<file path="config.mk">
export PLATFORM = sky130hd
export DESIGN_NAME = decode_pipe
export DESIGN_NICKNAME = d
export VERILOG_FILES = /design/src/rtl/bf8b_pkg.sv /design/src/rtl/decode_fields.sv /design/src/rtl/decode_pipe.sv
export SDC_FILE = /design/constraint.sdc
export NUM_CORES = 1
export LEC_CHECK = 0
export CAP_MARGIN = 20
export CORE_UTILIZATION = 43
export DETAILED_ROUTE_END_ITERATION = 8
export HOLD_SLACK_MARGIN = 0.12
export PLACE_DENSITY = 0.81
export SYNTH_ARGS = -nofsm -noshare
export SYNTH_HDL_FRONTEND = slang
export SYNTH_SLANG_ARGS = --single-unit
export TNS_END_PERCENT = 10
</file>
<file path="constraint.sdc">
create_clock -name clk -period 1.4 [get_ports clk]
set_input_delay 0.21 -clock clk [delete_from_list [all_inputs] [get_ports clk]]
set_output_delay 0.21 -clock clk [all_outputs]
set_load 0.005 [all_outputs]
</file>
<file path="src/rtl/bf8b_pkg.sv">
// -----------------------------------------------------------------------------
// bf8b_pkg
// Shared definitions for the bf8b core decode stage:
//   - default field widths of the instruction word
//   - opcode constants (OP_LODI carries a full-width immediate)
//   - occupancy state encoding for the decode output buffer
//   - decoded_t: decoded instruction fields at the default widths
// -----------------------------------------------------------------------------
package bf8b_pkg;

    // Default field widths
    localparam int BF8B_OP_W        = 4;
    localparam int BF8B_REG_W       = 4;
    localparam int BF8B_DATA_W      = 8;
    localparam int BF8B_IMM_SHORT_W = 4;
    localparam int BF8B_CNT_W       = 16;
    localparam int BF8B_INST_W      = BF8B_OP_W + 3 * BF8B_REG_W;
    localparam int BF8B_ADDR_W      = 2 * BF8B_REG_W;

    // Opcodes
    localparam logic [BF8B_OP_W-1:0] OP_NOP  = 4'b0000;
    localparam logic [BF8B_OP_W-1:0] OP_LODI = 4'b0001;
    localparam logic [BF8B_OP_W-1:0] OP_ADD  = 4'b0010;
    localparam logic [BF8B_OP_W-1:0] OP_SUB  = 4'b0011;

    // No opcode is illegal by default
    localparam logic [2**BF8B_OP_W-1:0] BF8B_ILLEGAL_MASK = 16'h0000;

    // Buffer occupancy. Bit 0 = main entry valid, bit 1 = skid entry valid,
    // so both valid flags come straight from state register bits.
    typedef enum logic [1:0] {
        ST_EMPTY = 2'b00,
        ST_ONE   = 2'b01,
        ST_TWO   = 2'b11
    } occ_state_e;

    // Decoded instruction at the default widths
    typedef struct packed {
        logic [BF8B_OP_W-1:0]   op;
        logic [BF8B_REG_W-1:0]  reg0;
        logic [BF8B_REG_W-1:0]  reg1;
        logic [BF8B_REG_W-1:0]  reg2;
        logic [BF8B_ADDR_W-1:0] addr;
        logic [BF8B_DATA_W-1:0] imm;
        logic                   illegal;
    } decoded_t;

endpackage : bf8b_pkg

</file>
<file path="src/rtl/decode_fields.sv">
// -----------------------------------------------------------------------------
// decode_fields
// Purely combinational split of a raw instruction word into decoded fields.
// Ports:
//   inst  in   INST_W  raw instruction word
//   dec   out  DEC_W   packed {op, reg0, reg1, reg2, addr, imm, illegal}
// The immediate is the low DATA_W bits for OP_LODI, otherwise the low
// IMM_SHORT_W bits sign-extended to DATA_W.
// -----------------------------------------------------------------------------
module decode_fields
    import bf8b_pkg::*;
#(
    parameter int                    OP_W         = BF8B_OP_W,
    parameter int                    REG_W        = BF8B_REG_W,
    parameter int                    DATA_W       = BF8B_DATA_W,
    parameter int                    IMM_SHORT_W  = BF8B_IMM_SHORT_W,
    parameter logic [OP_W-1:0]       OP_LODI      = bf8b_pkg::OP_LODI,
    parameter logic [2**OP_W-1:0]    ILLEGAL_MASK = BF8B_ILLEGAL_MASK,
    localparam int                   INST_W       = OP_W + 3 * REG_W,
    localparam int                   ADDR_W       = 2 * REG_W,
    localparam int                   DEC_W        = OP_W + 3 * REG_W + ADDR_W + DATA_W + 1
) (
    input  logic [INST_W-1:0] inst,
    output logic [DEC_W-1:0]  dec
);

    typedef struct packed {
        logic [OP_W-1:0]   op;
        logic [REG_W-1:0]  reg0;
        logic [REG_W-1:0]  reg1;
        logic [REG_W-1:0]  reg2;
        logic [ADDR_W-1:0] addr;
        logic [DATA_W-1:0] imm;
        logic              illegal;
    } dec_t;

    logic [OP_W-1:0] op_s;
    dec_t            dec_s;

    assign op_s = inst[INST_W-1 -: OP_W];

    // Field extraction and immediate selection
    always_comb begin
        dec_s         = {DEC_W{1'b0}};
        dec_s.op      = op_s;
        dec_s.reg0    = inst[3*REG_W-1 -: REG_W];
        dec_s.reg1    = inst[2*REG_W-1 -: REG_W];
        dec_s.reg2    = inst[REG_W-1:0];
        dec_s.addr    = inst[ADDR_W-1:0];
        dec_s.illegal = ILLEGAL_MASK[op_s];
        if (op_s == OP_LODI) begin
            dec_s.imm = inst[DATA_W-1:0];
        end else begin
            dec_s.imm = {{(DATA_W-IMM_SHORT_W){inst[IMM_SHORT_W-1]}},
                         inst[IMM_SHORT_W-1:0]};
        end
    end

    assign dec = dec_s;

endmodule : decode_fields

</file>
<file path="src/rtl/decode_pipe.sv">
// -----------------------------------------------------------------------------
// decode_pipe
// Pipelined decode stage for the bf8b core. Raw words arrive on a valid/ready
// handshake, are decoded before storage, and are held in a two-entry buffer
// (main + skid) that drives execute over a second valid/ready handshake.
// Ports:
//   clk, rst            clock, synchronous active-high reset
//   flush               drop all held instructions (branch taken)
//   in_valid/in_ready   input handshake; inst is the raw word
//   out_valid/out_ready output handshake
//   op, reg0, reg1, reg2, addr, imm, illegal   decoded fields of main entry
//   count               instructions delivered since reset (wraps)
// in_ready depends only on rst and the skid flag, never on out_ready.
// -----------------------------------------------------------------------------
module decode_pipe
    import bf8b_pkg::*;
#(
    parameter int                 OP_W         = BF8B_OP_W,
    parameter int                 REG_W        = BF8B_REG_W,
    parameter int                 DATA_W       = BF8B_DATA_W,
    parameter int                 IMM_SHORT_W  = BF8B_IMM_SHORT_W,
    parameter logic [OP_W-1:0]    OP_LODI      = bf8b_pkg::OP_LODI,
    parameter logic [2**OP_W-1:0] ILLEGAL_MASK = BF8B_ILLEGAL_MASK,
    parameter int                 CNT_W        = BF8B_CNT_W,
    localparam int                INST_W       = OP_W + 3 * REG_W,
    localparam int                ADDR_W       = 2 * REG_W
) (
    input  logic              clk,
    input  logic              rst,
    input  logic              flush,
    input  logic              in_valid,
    output logic              in_ready,
    input  logic [INST_W-1:0] inst,
    output logic              out_valid,
    input  logic              out_ready,
    output logic [OP_W-1:0]   op,
    output logic [REG_W-1:0]  reg0,
    output logic [REG_W-1:0]  reg1,
    output logic [REG_W-1:0]  reg2,
    output logic [ADDR_W-1:0] addr,
    output logic [DATA_W-1:0] imm,
    output logic              illegal,
    output logic [CNT_W-1:0]  count
);

    localparam int DEC_W = OP_W + 3 * REG_W + ADDR_W + DATA_W + 1;

    typedef struct packed {
        logic [OP_W-1:0]   op;
        logic [REG_W-1:0]  reg0;
        logic [REG_W-1:0]  reg1;
        logic [REG_W-1:0]  reg2;
        logic [ADDR_W-1:0] addr;
        logic [DATA_W-1:0] imm;
        logic              illegal;
    } dec_t;

    occ_state_e       state_r;
    occ_state_e       state_nx_s;
    dec_t             main_r;
    dec_t             skid_r;
    dec_t             dec_in_s;
    logic [DEC_W-1:0] dec_in_flat_s;
    logic [CNT_W-1:0] count_r;
    logic             accept_s;
    logic             deliver_s;
    logic             load_main_in_s;
    logic             load_main_skid_s;
    logic             load_skid_s;

    decode_fields #(
        .OP_W         (OP_W),
        .REG_W        (REG_W),
        .DATA_W       (DATA_W),
        .IMM_SHORT_W  (IMM_SHORT_W),
        .OP_LODI      (OP_LODI),
        .ILLEGAL_MASK (ILLEGAL_MASK)
    ) u_decode_fields (
        .inst (inst),
        .dec  (dec_in_flat_s)
    );

    assign dec_in_s = dec_in_flat_s;

    // Valid flags are the state bits themselves (see occ_state_e encoding)
    assign out_valid = state_r[0];
    assign in_ready  = !rst && !state_r[1];
    assign accept_s  = in_valid && in_ready;
    assign deliver_s = state_r[0] && out_ready;

    // Occupancy state register
    always_ff @(posedge clk) begin
        if (rst) begin
            state_r <= ST_EMPTY;
        end else begin
            state_r <= state_nx_s;
        end
    end

    // Next occupancy and which entry loads what; flush empties the buffer
    // and drops any input handshake of the same cycle
    always_comb begin
        state_nx_s       = state_r;
        load_main_in_s   = 1'b0;
        load_main_skid_s = 1'b0;
        load_skid_s      = 1'b0;
        if (flush) begin
            state_nx_s = ST_EMPTY;
        end else begin
            case (state_r)
                ST_EMPTY: begin
                    if (accept_s) begin
                        state_nx_s     = ST_ONE;
                        load_main_in_s = 1'b1;
                    end else begin
                        state_nx_s = ST_EMPTY;
                    end
                end
                ST_ONE: begin
                    if (accept_s && deliver_s) begin
                        state_nx_s     = ST_ONE;
                        load_main_in_s = 1'b1;
                    end else if (accept_s) begin
                        state_nx_s  = ST_TWO;
                        load_skid_s = 1'b1;
                    end else if (deliver_s) begin
                        state_nx_s = ST_EMPTY;
                    end else begin
                        state_nx_s = ST_ONE;
                    end
                end
                ST_TWO: begin
                    if (deliver_s) begin
                        state_nx_s       = ST_ONE;
                        load_main_skid_s = 1'b1;
                    end else begin
                        state_nx_s = ST_TWO;
                    end
                end
                default: begin
                    state_nx_s = ST_EMPTY;
                end
            endcase
        end
    end

    // Decoded-field storage; fields hold whenever no load is requested
    always_ff @(posedge clk) begin
        if (rst) begin
            main_r <= {DEC_W{1'b0}};
            skid_r <= {DEC_W{1'b0}};
        end else begin
            if (load_main_in_s) begin
                main_r <= dec_in_s;
            end else if (load_main_skid_s) begin
                main_r <= skid_r;
            end else begin
                main_r <= main_r;
            end
            if (load_skid_s) begin
                skid_r <= dec_in_s;
            end else begin
                skid_r <= skid_r;
            end
        end
    end

    // Delivery counter; a delivery coinciding with flush still counts
    always_ff @(posedge clk) begin
        if (rst) begin
            count_r <= {CNT_W{1'b0}};
        end else if (deliver_s) begin
            count_r <= count_r + {{(CNT_W-1){1'b0}}, 1'b1};
        end else begin
            count_r <= count_r;
        end
    end

    assign op      = main_r.op;
    assign reg0    = main_r.reg0;
    assign reg1    = main_r.reg1;
    assign reg2    = main_r.reg2;
    assign addr    = main_r.addr;
    assign imm     = main_r.imm;
    assign illegal = main_r.illegal;
    assign count   = count_r;

endmodule : decode_pipe
</file>
* After elaboration in Yosys (flattened, before gate mapping)
Memories as Yosys holds them, arrays and structs flattened.
Cells that the tools add are included.
** Storage, ports and cells
- Register bits :: 84
- Memory bits (read-only) :: 16
- Output and inout port bits :: 51
- Memories :: 1
** Memories
- (name not given) :: depth 16, width 1, rd ports 1, clocked after Yosys merged registers in 0, wr ports 0, line decode_fields.sv:50 : dec_s.illegal = ILLEGAL_MASK[op_s];
** Cells by class
- $add $sub $neg :: 1
- Magnitude comparators :: 1
- Eq/ne operators :: 3
- Multiplexer cells :: 20
- Reductions and logical operators :: 9
** Operators by type and width (number)
- $mux 33 :: 2
- $add 16x1->16 const B :: 1
- $mux 1 :: 12
- $mux 8 :: 1
- $mux 2 :: 3
- $pmux 2 s3 :: 1
- $lt 4x5->1 const B :: 1
- $eq 4x1->1 const B :: 1
- $logic_and 1x1->1 :: 4
- $eq 2x1->1 const B :: 1
- $eq 2x2->1 const B :: 1
- $logic_not 1->1 :: 2
- $logic_not 2->1 :: 1
- $pmux 1 s2 :: 1
- $reduce_bool 2->1 :: 1
- $reduce_or 2->1 :: 1

* Depth between registers and ports, before layout
- Depth in word-level cells :: 8
- Depth in mapped cells :: 6
- Mapped depth without buffers :: 5

* Cells and area by module
Synthesis repeated with hierarchy kept, for this count alone.
** Unflattened totals
- Cells, all modules :: 423
- Area total of the unflattened synthesis :: 3692.3 µm²
** Modules (own cells, without submodules)
- decode_pipe :: times used 1, cells an instance 388, area an instance 3402.0 µm², sequential area each 1681.6 µm²
- decode_fields :: times used 1, cells an instance 35, area an instance 290.3 µm², sequential area each 0.0 µm²

* Worst setup path before layout
No wires, ideal clock.
- Kind :: register to register
- From :: register state_r[0]
- To :: register count_r[11], in the netlist count[11]
- Library setup time :: 0.116 ns
- Arrival time :: 1.238 ns
- Required time :: 1.284 ns
- Slack :: 0.045 ns
- Cell stages (with the launch flop) :: 5
- Path buffers :: 0
- Cell sequence :: dfxtp_1 -> nand4_2 -> nor4_1 -> a21oi_1 -> a31o_2
** On the way
- Word-level cells in the longest chain between the ends :: 1
** Ends and longest elaborated chain
- start: declaration :: line decode_pipe.sv:58 : occ_state_e state_r;
- start signal: assignment :: line decode_pipe.sv:96 : state_r <= state_nx_s;
- $logic_and 1x1->1 :: line decode_pipe.sv:89 : assign deliver_s = state_r[0] && out_ready;
- end signal: assignment :: line decode_pipe.sv:171 : count_r <= {CNT_W{1'b0}};
- end signal: assignment :: line decode_pipe.sv:173 : count_r <= count_r + {{(CNT_W-1){1'b0}}, 1'b1};
- end signal: assignment :: line decode_pipe.sv:175 : count_r <= count_r;
- end: declaration :: line decode_pipe.sv:64 : logic [CNT_W-1:0] count_r;
No other way between the ends.
A chain may end at the register's enable or synchronous reset.

* Final worst setup path
- From :: register state_r[0]
- To :: register main_r (netlist bit imm[7])
** On the way
- Word-level cells in the longest chain between the ends :: 6
- Elaborated cells between the ends (all ways) :: 13
- Those cells by class :: eq/ne: 2; mux: 7; reduce/logical: 4
** Ends and longest elaborated chain
- $logic_and 1x1->1 :: line decode_pipe.sv:89
- $logic_and 1x1->1 :: line decode_pipe.sv:120 : if (accept_s && deliver_s) begin
- $mux 1 :: line decode_pipe.sv:120
- $pmux 1 s2 :: line decode_pipe.sv:110 : case (state_r)
- $mux 1 :: line decode_pipe.sv:107 : if (flush) begin
- $mux 33 or $reduce_bool 2->1 (tied branches)
- end signal: assignment :: line decode_pipe.sv:154 : main_r <= dec_in_s;
- end signal: assignment :: line decode_pipe.sv:156 : main_r <= skid_r;
- end signal: assignment :: line decode_pipe.sv:158 : main_r <= main_r;
- end: declaration :: line decode_pipe.sv:60 : dec_t main_r;
Parallel ways exist; a longest one is shown, timed or not.

==> impl_results.rst <==
.. list-table::
   :header-rows: 1

   * - Metric
     - Value
   * - Critical Path Start Type
     - flip-flop
   * - Clock latency at the later pin of the worst-skew pair
     - around 0.34 ns
   * - Top-Level Pins
     - 72
   * - Antenna Nets Post-Route
     - 0
   * - Worst min-delay path class
     - input port to flip-flop
   * - Switching Power
     - roughly 890 uW
   * - Launching instance or port of the critical path
     - state_r[0]
   * - Final setup violation count
     - 3
   * - MaxCap Viol Count
     - 0
   * - Setup repair after global routing missed its margin
     - yes
   * - Clock root cell
     - sky130_fd_sc_hd__clkbuf_8
   * - Power share of the clock group
     - ~43%
   * - Cell area after layout
     - just under 4000 um^2
   * - Fraction of power spent switching nets
     - between 20 and 25%
   * - Layout Skew
     - 0.004812 ns
   * - Slowest Stage Delay on Critical Path
     - roughly 0.35 ns
   * - Fraction of the cycle the final worst path needs
     - 102.3%
   * - Power Dens Cells
     - roughly 930 nW/um^2
   * - CTS H-tree lvls
     - 3
   * - Global placement routability congestion
     - between 0.8 and 0.9
   * - Share of final-layout standard cells stronger than drive strength 1
     - 29.82%
   * - Setup tns final
     - -0.03386 ns
   * - Number of buffers on the longest clock path
     - 2
   * - Total Die Area
     - around 6300 um^2
   * - Clk slew on worst S/H paths
     - roughly 0.070 ns
   * - Height of the die
     - slightly below 80 um
   * - Routed vias/inst
     - roughly 5.2
   * - Final setup margin
     - -0.03165 ns
   * - Net Count, Synth
     - around 310
   * - Average cell area after synthesis
     - between 8 and 9 um^2
   * - Critical Path End Type
     - flip-flop
   * - Max-slew violation count
     - 0
   * - Violations in the final reports
     - setup timing
   * - Crit path max-delay cell type
     - sky130_fd_sc_hd__dfxtp_4
   * - Total internal power
     - 2.697 mW
   * - Total global-route track usage
     - between 20% and 30%
   * - Final-layout fill cell count
     - around 430
   * - Crit path DAT
     - ~1.7 ns
   * - Top cell type by total area after synthesis
     - sky130_fd_sc_hd__dfxtp_1
   * - Highest net fanout along the worst path
     - 7
   * - R2r startpoint
     - state_r[0]
   * - Clock sink count
     - between 50 and 60
   * - Starting utilization of the core area
     - between 40% and 50%
   * - Flop pwr share
     - a little under half
   * - Count of different cell masters after synthesis
     - 35
   * - Number of buffers created by CTS
     - 9
   * - Fraction of power consumed by combinational cells
     - under 10%
   * - Endpoints failing hold
     - 0
   * - Most area-consuming cells after synthesis
     - sky130_fd_sc_hd__dfxtp_1 (45%), sky130_fd_sc_hd__a211oi_1 (8.2%), sky130_fd_sc_hd__mux2i_1 (7.8%)
   * - Vias in the first global route
     - about 2,200
   * - Crit Path Class
     - flip-flop to flip-flop
   * - Maximum vdd ir drop
     - about 0.74 mV
   * - Maximum number of pins on one net before global-route repair
     - 30
   * - Number of antenna violations at the first check in global routing
     - 0
   * - Total congestion overflow after global routing
     - 0
   * - Layout Nets
     - 406
   * - Count of mapped cells out of synthesis
     - slightly below 300
   * - Number of rows in the core area
     - 27
   * - Layout-stage area growth over the synthesis result
     - 50.17%
   * - Total design power
     - 3.590 mW
   * - Cells along the critical path
     - buf_4, nand2b_1, nand3_1, buf_4, a211oi_1, a211oi_1
   * - F_max
     - ~700 MHz
   * - Clock tree from TritonCTS
     - built
   * - Wire per inst
     - roughly 14 um
   * - DP HPWL
     - about 4200 um
   * - Total DRC errors in the routed layout
     - 0
   * - Seq/Total Area, Yosys
     - between 40% and 50%
   * - Placeable core region
     - about 5600 um^2
   * - Startpoint of the worst hold path
     - rst
   * - Port-buffer cells
     - 70
   * - Area of placed instances
     - roughly 3500 um^2
   * - Wire length of the first global-routing pass
     - roughly 10,000 um
   * - Static leakage power
     - just under 2 nW
   * - Data required time of the worst path
     - 1.62 ns
   * - Chip width
     - just under 80 um
   * - Post-route core utilization
     - 68.31%
   * - Number of DRC markers in iteration 0
     - 139
   * - Worst Hold Slack
     - approximately 0.15 ns
   * - Syn Std Cell Area
     - between 2000 and 3000 um^2
   * - Count of state elements after synthesis
     - a little under 60
   * - Detailed-routing iteration count for the pre-antenna-repair pass
     - 4
   * - Number of antenna repair diodes
     - 0
   * - Overall routed net length
     - between 6000 and 7000 um
   * - Yosys top cell area share
     - between 40% and 50%
   * - Vias
     - ~2,400
   * - Outcome
     - complete, but fails checks
   * - Tmin final
     - roughly 1.4 ns
   * - Number of warnings issued by yosys
     - 0
## cells in the mapped netlist (all sizes together)
| library cell | count |
|---|---|
| buf | 23 |
| ha | 1 |
| xnor2 | 9 |
| mux2 | 1 |
| nor4 | 3 |
| nor2 | 40 |
| a211oi | 28 |
| nor3 | 9 |
| dfxtp | 58 |
| nor2b | 3 |
| nor4b | 1 |
| nand2b | 3 |
| and3 | 1 |
| clkbuf | 8 |
| conb | 1 |
| xor2 | 2 |
| nand3 | 7 |
| mux2i | 20 |
| nand4b | 1 |
| nand4 | 5 |
| a31o | 3 |
| and3b | 1 |
| and2 | 1 |
| inv | 5 |
| nand2 | 35 |
| a21oi | 21 |
| o21ai | 1 |
| nand3b | 1 |
## routing by layer
metal | vias to the layer above | share of wire [%] | GRT usage (%)
met3 | 11 | 4.6 | 7.356
met2 | 62 | 51 | 35.60
li1 | 1178 | - | -
met5 | - | 0 | 0
met4 | 0 | 1.6 | 7.818
met1 | 1147 | 43 | 25.11
## kinds of logic (layout without fill, tap and decap cells)
group,count (synthesis),count (layout),share of synthesized area [%]
xor+xnor,11,11,3.755
other cells,1,1,0.1461
simple gates,111,111,20.77
buf+inv,36,133,7.850
fa+ha+maj,1,1,0.4875
flops,58,58,45.25
compound gates,53,53,13.51
mux,21,21,8.240
## flip-flops by register name, summed over array words and instances (netlist names)
signal	count
reg1	4
reg0	4
addr	1
state_r	2
op	4
imm	4
skid_r	20
count	16
reg2	3
## final timing paths
check,to,slack [ns],cells past startpoint
worst max-delay path,imm[7],-0.03,6
worst max register to register,imm[7],-0.03,6
worst min register to register,skid_r[32],0.45,2
worst min-delay path,count[0],0.15,2
## area by class of cell
class / count / area [um^2] / area share, %
sequential: 58 / 1206 / 31.30
multi-input combinational: 198 / 1297 / 33.67
timing repair buffer: 112 / 1039 / 26.95
clock inverter: 7 / 78.83 / 2.045
clock buffer: 9 / 123.9 / 3.214
inverter: 5 / 18.77 / 0.4870
tap: 72 / 90.09 / 2.338
## timing repair
action                                 4_1_cts  5_1_grt
endpoints found under the hold margin        1        0
hold buffers                                 1        0
buffers inserted                             3        0
pin swaps                                    0        2
resized for setup                           70       35
setup endpoints to repair                   53       45
## placed cells by master (no fill, tap or decap), types with 3 or more instances in the layout
master                             n
sky130_fd_sc_hd__inv_1             5
sky130_fd_sc_hd__nand4_1           3
sky130_fd_sc_hd__buf_4            38
sky130_fd_sc_hd__clkbuf_8          9
sky130_fd_sc_hd__dlymetal6s2s_1   16
sky130_fd_sc_hd__dfxtp_2          27
sky130_fd_sc_hd__nor3_2            4
sky130_fd_sc_hd__a211oi_1         21
sky130_fd_sc_hd__nand3_1           5
sky130_fd_sc_hd__dfxtp_4           3
sky130_fd_sc_hd__clkdlybuf4s50_1  18
sky130_fd_sc_hd__nor3_1            5
sky130_fd_sc_hd__a31o_2            3
sky130_fd_sc_hd__dfxtp_1          28
sky130_fd_sc_hd__a211oi_2          7
sky130_fd_sc_hd__nand2b_1          3
sky130_fd_sc_hd__dlygate4sd2_1    35
sky130_fd_sc_hd__clkinvlp_4        3
sky130_fd_sc_hd__nor2_1           37
sky130_fd_sc_hd__nor2_2            3
sky130_fd_sc_hd__nand2_1          35
sky130_fd_sc_hd__mux2i_1          20
sky130_fd_sc_hd__a21oi_1          20
sky130_fd_sc_hd__xnor2_1           9
## stage by stage
step                      cells  setup slack (ns)
final                       461          -0.03165
after global placement      441           -0.3211
after CTS                   461           -0.1162
after detailed placement    441           -0.3934
after floorplan             292           0.04546
after global routing        461           -0.1014
## worst max-delay path: cells and delay by family (launching register included)
family                 cells  cell delay [ns]
buffers and inverters      2             0.35
DFF                        1             0.35
AOI/OAI and AO/OA          2             0.38
and+or+nand+nor            2             0.24
## power groups by stage
| stage | clock network (mW) | registers [mW] | logic (mW) |
|---|---|---|---|
| finish | 1.55 | 1.71 | 0.333 |
| global route | 1.65 | 1.71 | 0.362 |
| CTS | 1.58 | 1.71 | 0.327 |
| detailed placement | 0 | 1.75 | 0.336 |
| global placement | 0 | 1.75 | 0.330 |
| floorplan | 0 | 1.75 | 0.135 |
No activity file was read; power rests on OpenSTA's default activity.
==> variant (same settings) <==
Change the package constant `BF8B_DATA_W` from 8 to 9.
--- a/src/rtl/bf8b_pkg.sv
+++ b/src/rtl/bf8b_pkg.sv
@@ -11,7 +11,7 @@
     // Default field widths
     localparam int BF8B_OP_W        = 4;
     localparam int BF8B_REG_W       = 4;
-    localparam int BF8B_DATA_W      = 8;
+    localparam int BF8B_DATA_W      = 9;
     localparam int BF8B_IMM_SHORT_W = 4;
     localparam int BF8B_CNT_W       = 16;
     localparam int BF8B_INST_W      = BF8B_OP_W + 3 * BF8B_REG_W;
Ports: changed (resized imm); port bits go from 72 to 73. No check against the original RTL was run, so the function may have changed too.
==> variant against the original RTL <==
- the run still ends with setup timing left
- total power fell by 3.8%
- utilization is 1.5 points higher
- worst setup slack got worse by 0.10 ns
- critical endpoint is now count[15]
- sequential cell count up 2
- clock power is 14% lower
- critical path depth decreased by 1
- via count rose by 6.3%
- area after synthesis up 4.1%
- wire length rose by 8.0%
- cell area rose by 7.9%
- clock skew is 0.0034 ns higher
- global-route usage rose by 0.95 points
==> variant: results (changes against the original RTL) <==
----------------------------------------------------
[Synthesis]
  Synthesized Nets ... 322 (+2.5%)
  Post-synthesis adder-cell area fraction ... 0.468% (-0.019 points)
  Dominant cells by area after synthesis ... sky130_fd_sc_hd__dfxtp_1 45%, sky130_fd_sc_hd__a211oi_1 8.7%, sky130_fd_sc_hd__mux2i_1 7.9%
  Synth unique cells ... 36 (+2.9%)
  Fraction of synthesized cell area in xor and xnor cells ... 2.95% (-0.80 points)
  Mux cell area share after synthesis ... 9.13% (+0.89 points)
  Most instantiated cells after synthesis ... 60 x sky130_fd_sc_hd__dfxtp_1, 38 x sky130_fd_sc_hd__nand2_1, 38 x sky130_fd_sc_hd__nor2_1, 31 x sky130_fd_sc_hd__a211oi_1
  Fraction of the mapped netlist area in compound gates ... 13.8% (+0.26 points)
  Portion of the post-synthesis area used by sequential elements ... 44.9% (-0.30 points)

[Place]
  IO buf count ... 71 (+1.4%)
  DPL Wire Length ... 4470 um (+5.5%)
  Global placement routability congestion ... 0.792 (-4.5%)

[Global route]
  Pin count of the biggest net entering global routing ... 38 (+27%)
  Antenna violations before repair ... 0 (unchanged)
  Total global routing track utilization ... 22.3% (+0.95 points)
  Met2 Use GR ... 38.7% (+3.1 points)
  Met1 Use GR ... 24.4% (-0.71 points)
  Met3 demand-to-capacity share in global routing ... 6.97% (-0.39 points)
  Wire length of the first global-routing pass ... 11,000 um (+7.0%)

[Setup path]
  Worst Path Max Fanout ... 3 (-4)
  Data arrival time of the critical path ... 1.76 ns (+0.11 ns)

[Route]
  Routed len/inst ... 14.8 um (+3.8%)
  Initial DRC Count ... 115 (-17%)
  Overall via count from detail_route ... 2,549 (+6.3%)

[Timing]
  Setup slack after layout ... -0.132 ns (-0.100 ns)
  Final Skew ... 0.00826 ns (+0.00345 ns)
  # setup viols final ... 27 (+24)

[Layout]
  Flip-flop count of the largest register after layout ... 21 (+5.0%)
  Layout cells sized above 1 ... 34.3% (+4.5 points)
  Largest register by flop count ... skid_r
  Number of nets in the final layout ... 422 (+3.9%)
  Fillers ... 451 (+5.4%)

[Power and ir drop]
  Worst vdd ir ... 0.462 mV (-38%)
  Reported leakage power ... 0.00208 uW (+7.1%)

[Status]
  Outcome ... finished, violations left
  Failing checks ... setup timing

[Clock network]
  Reg clk slew, reported paths ... 0.07 ns (about the same)

----------------------------------------------------
## variant: layout make-up
| type | instances | area share [%] |
|---|---|---|
| Inverter | 4 | 0.361 |
| Tap cell | 75 | 2.26 |
| Timing Repair Buffer | 122 | 28.1 |
| Sequential cell | 60 | 30.1 |
| Clock buffer | 9 | 2.98 |
| Multi-Input combinational cell | 203 | 35.1 |
| Clock inverter | 7 | 1.05 |
## variant: layer usage
metal | part of all wire, % | vias up
met5 | 0 | -
met4 | 1.6 | 0
met3 | 5.3 | 10
met2 | 52 | 79
met1 | 41 | 1232
li1 | - | 1228
## variant: power breakdown
group	switching [uW]	total [uW]	internal, uW
logic	164	359	195
clock network	696	1330	630
registers	27.3	1770	1740
total	887	3460	2570
## variant: cells by family (layout without fill, tap and decap cells)
logic type               count (synthesis)  after routing
AO/OA/AOI/OAI                           56             56
XOR/XNOR                                 9              9
adder cells (fa/ha/maj)                  1              1
buffers and inverters                   37            142
flip-flops                              60             60
multiplexers                            24             24
other                                    1              1
AND/OR/NAND/NOR                        112            112
## variant: worst max-delay path, cell delays in order, from the launching register on
cell,delay (ns)
sky130_fd_sc_hd__dfxtp_4,0.37
sky130_fd_sc_hd__buf_6,0.10
sky130_fd_sc_hd__nand4_4,0.11
sky130_fd_sc_hd__nor4_4,0.30
sky130_fd_sc_hd__and3_4,0.25
sky130_fd_sc_hd__mux2_4,0.29
## variant: worst paths after layout
path,startpoint,depth (start not counted),to,slack (ns)
worst min-delay path,rst,3,count[10],0.25
worst max register to register,count[0],5,count[15],-0.13
worst max-delay path,count[0],5,count[15],-0.13
worst min register to register,skid_r[24],2,skid_r[24],0.45
## variant: what timing repair did
| item | CTS | global route |
|---|---|---|
| cloned | 1 | 0 |
| setup buffers | 4 | 4 |
| hold endpoints to repair | 0 | 0 |
| pin swaps | 19 | 13 |
| setup endpoints to repair | 95 | 62 |
| gates resized for setup | 69 | 40 |
## variant: metrics by stage
step | utilization, % | instances | area, um^2 | setup slack [ns] | setup TNS, ns
6_report | 69.8 | 480 | 4160 | -0.132 | -1.21
5_1_grt | 69.8 | 480 | 4160 | -0.171 | -3.38
4_1_cts | 66.9 | 478 | 3980 | -0.0914 | -1.17
3_5_place_dp | 62.9 | 457 | 3750 | -0.496 | -19.70
3_3_place_gp | 62.9 | 457 | 3750 | -0.463 | -17.61
2_1_floorplan | - | 300 | 2740 | -0.0336 | -0.499
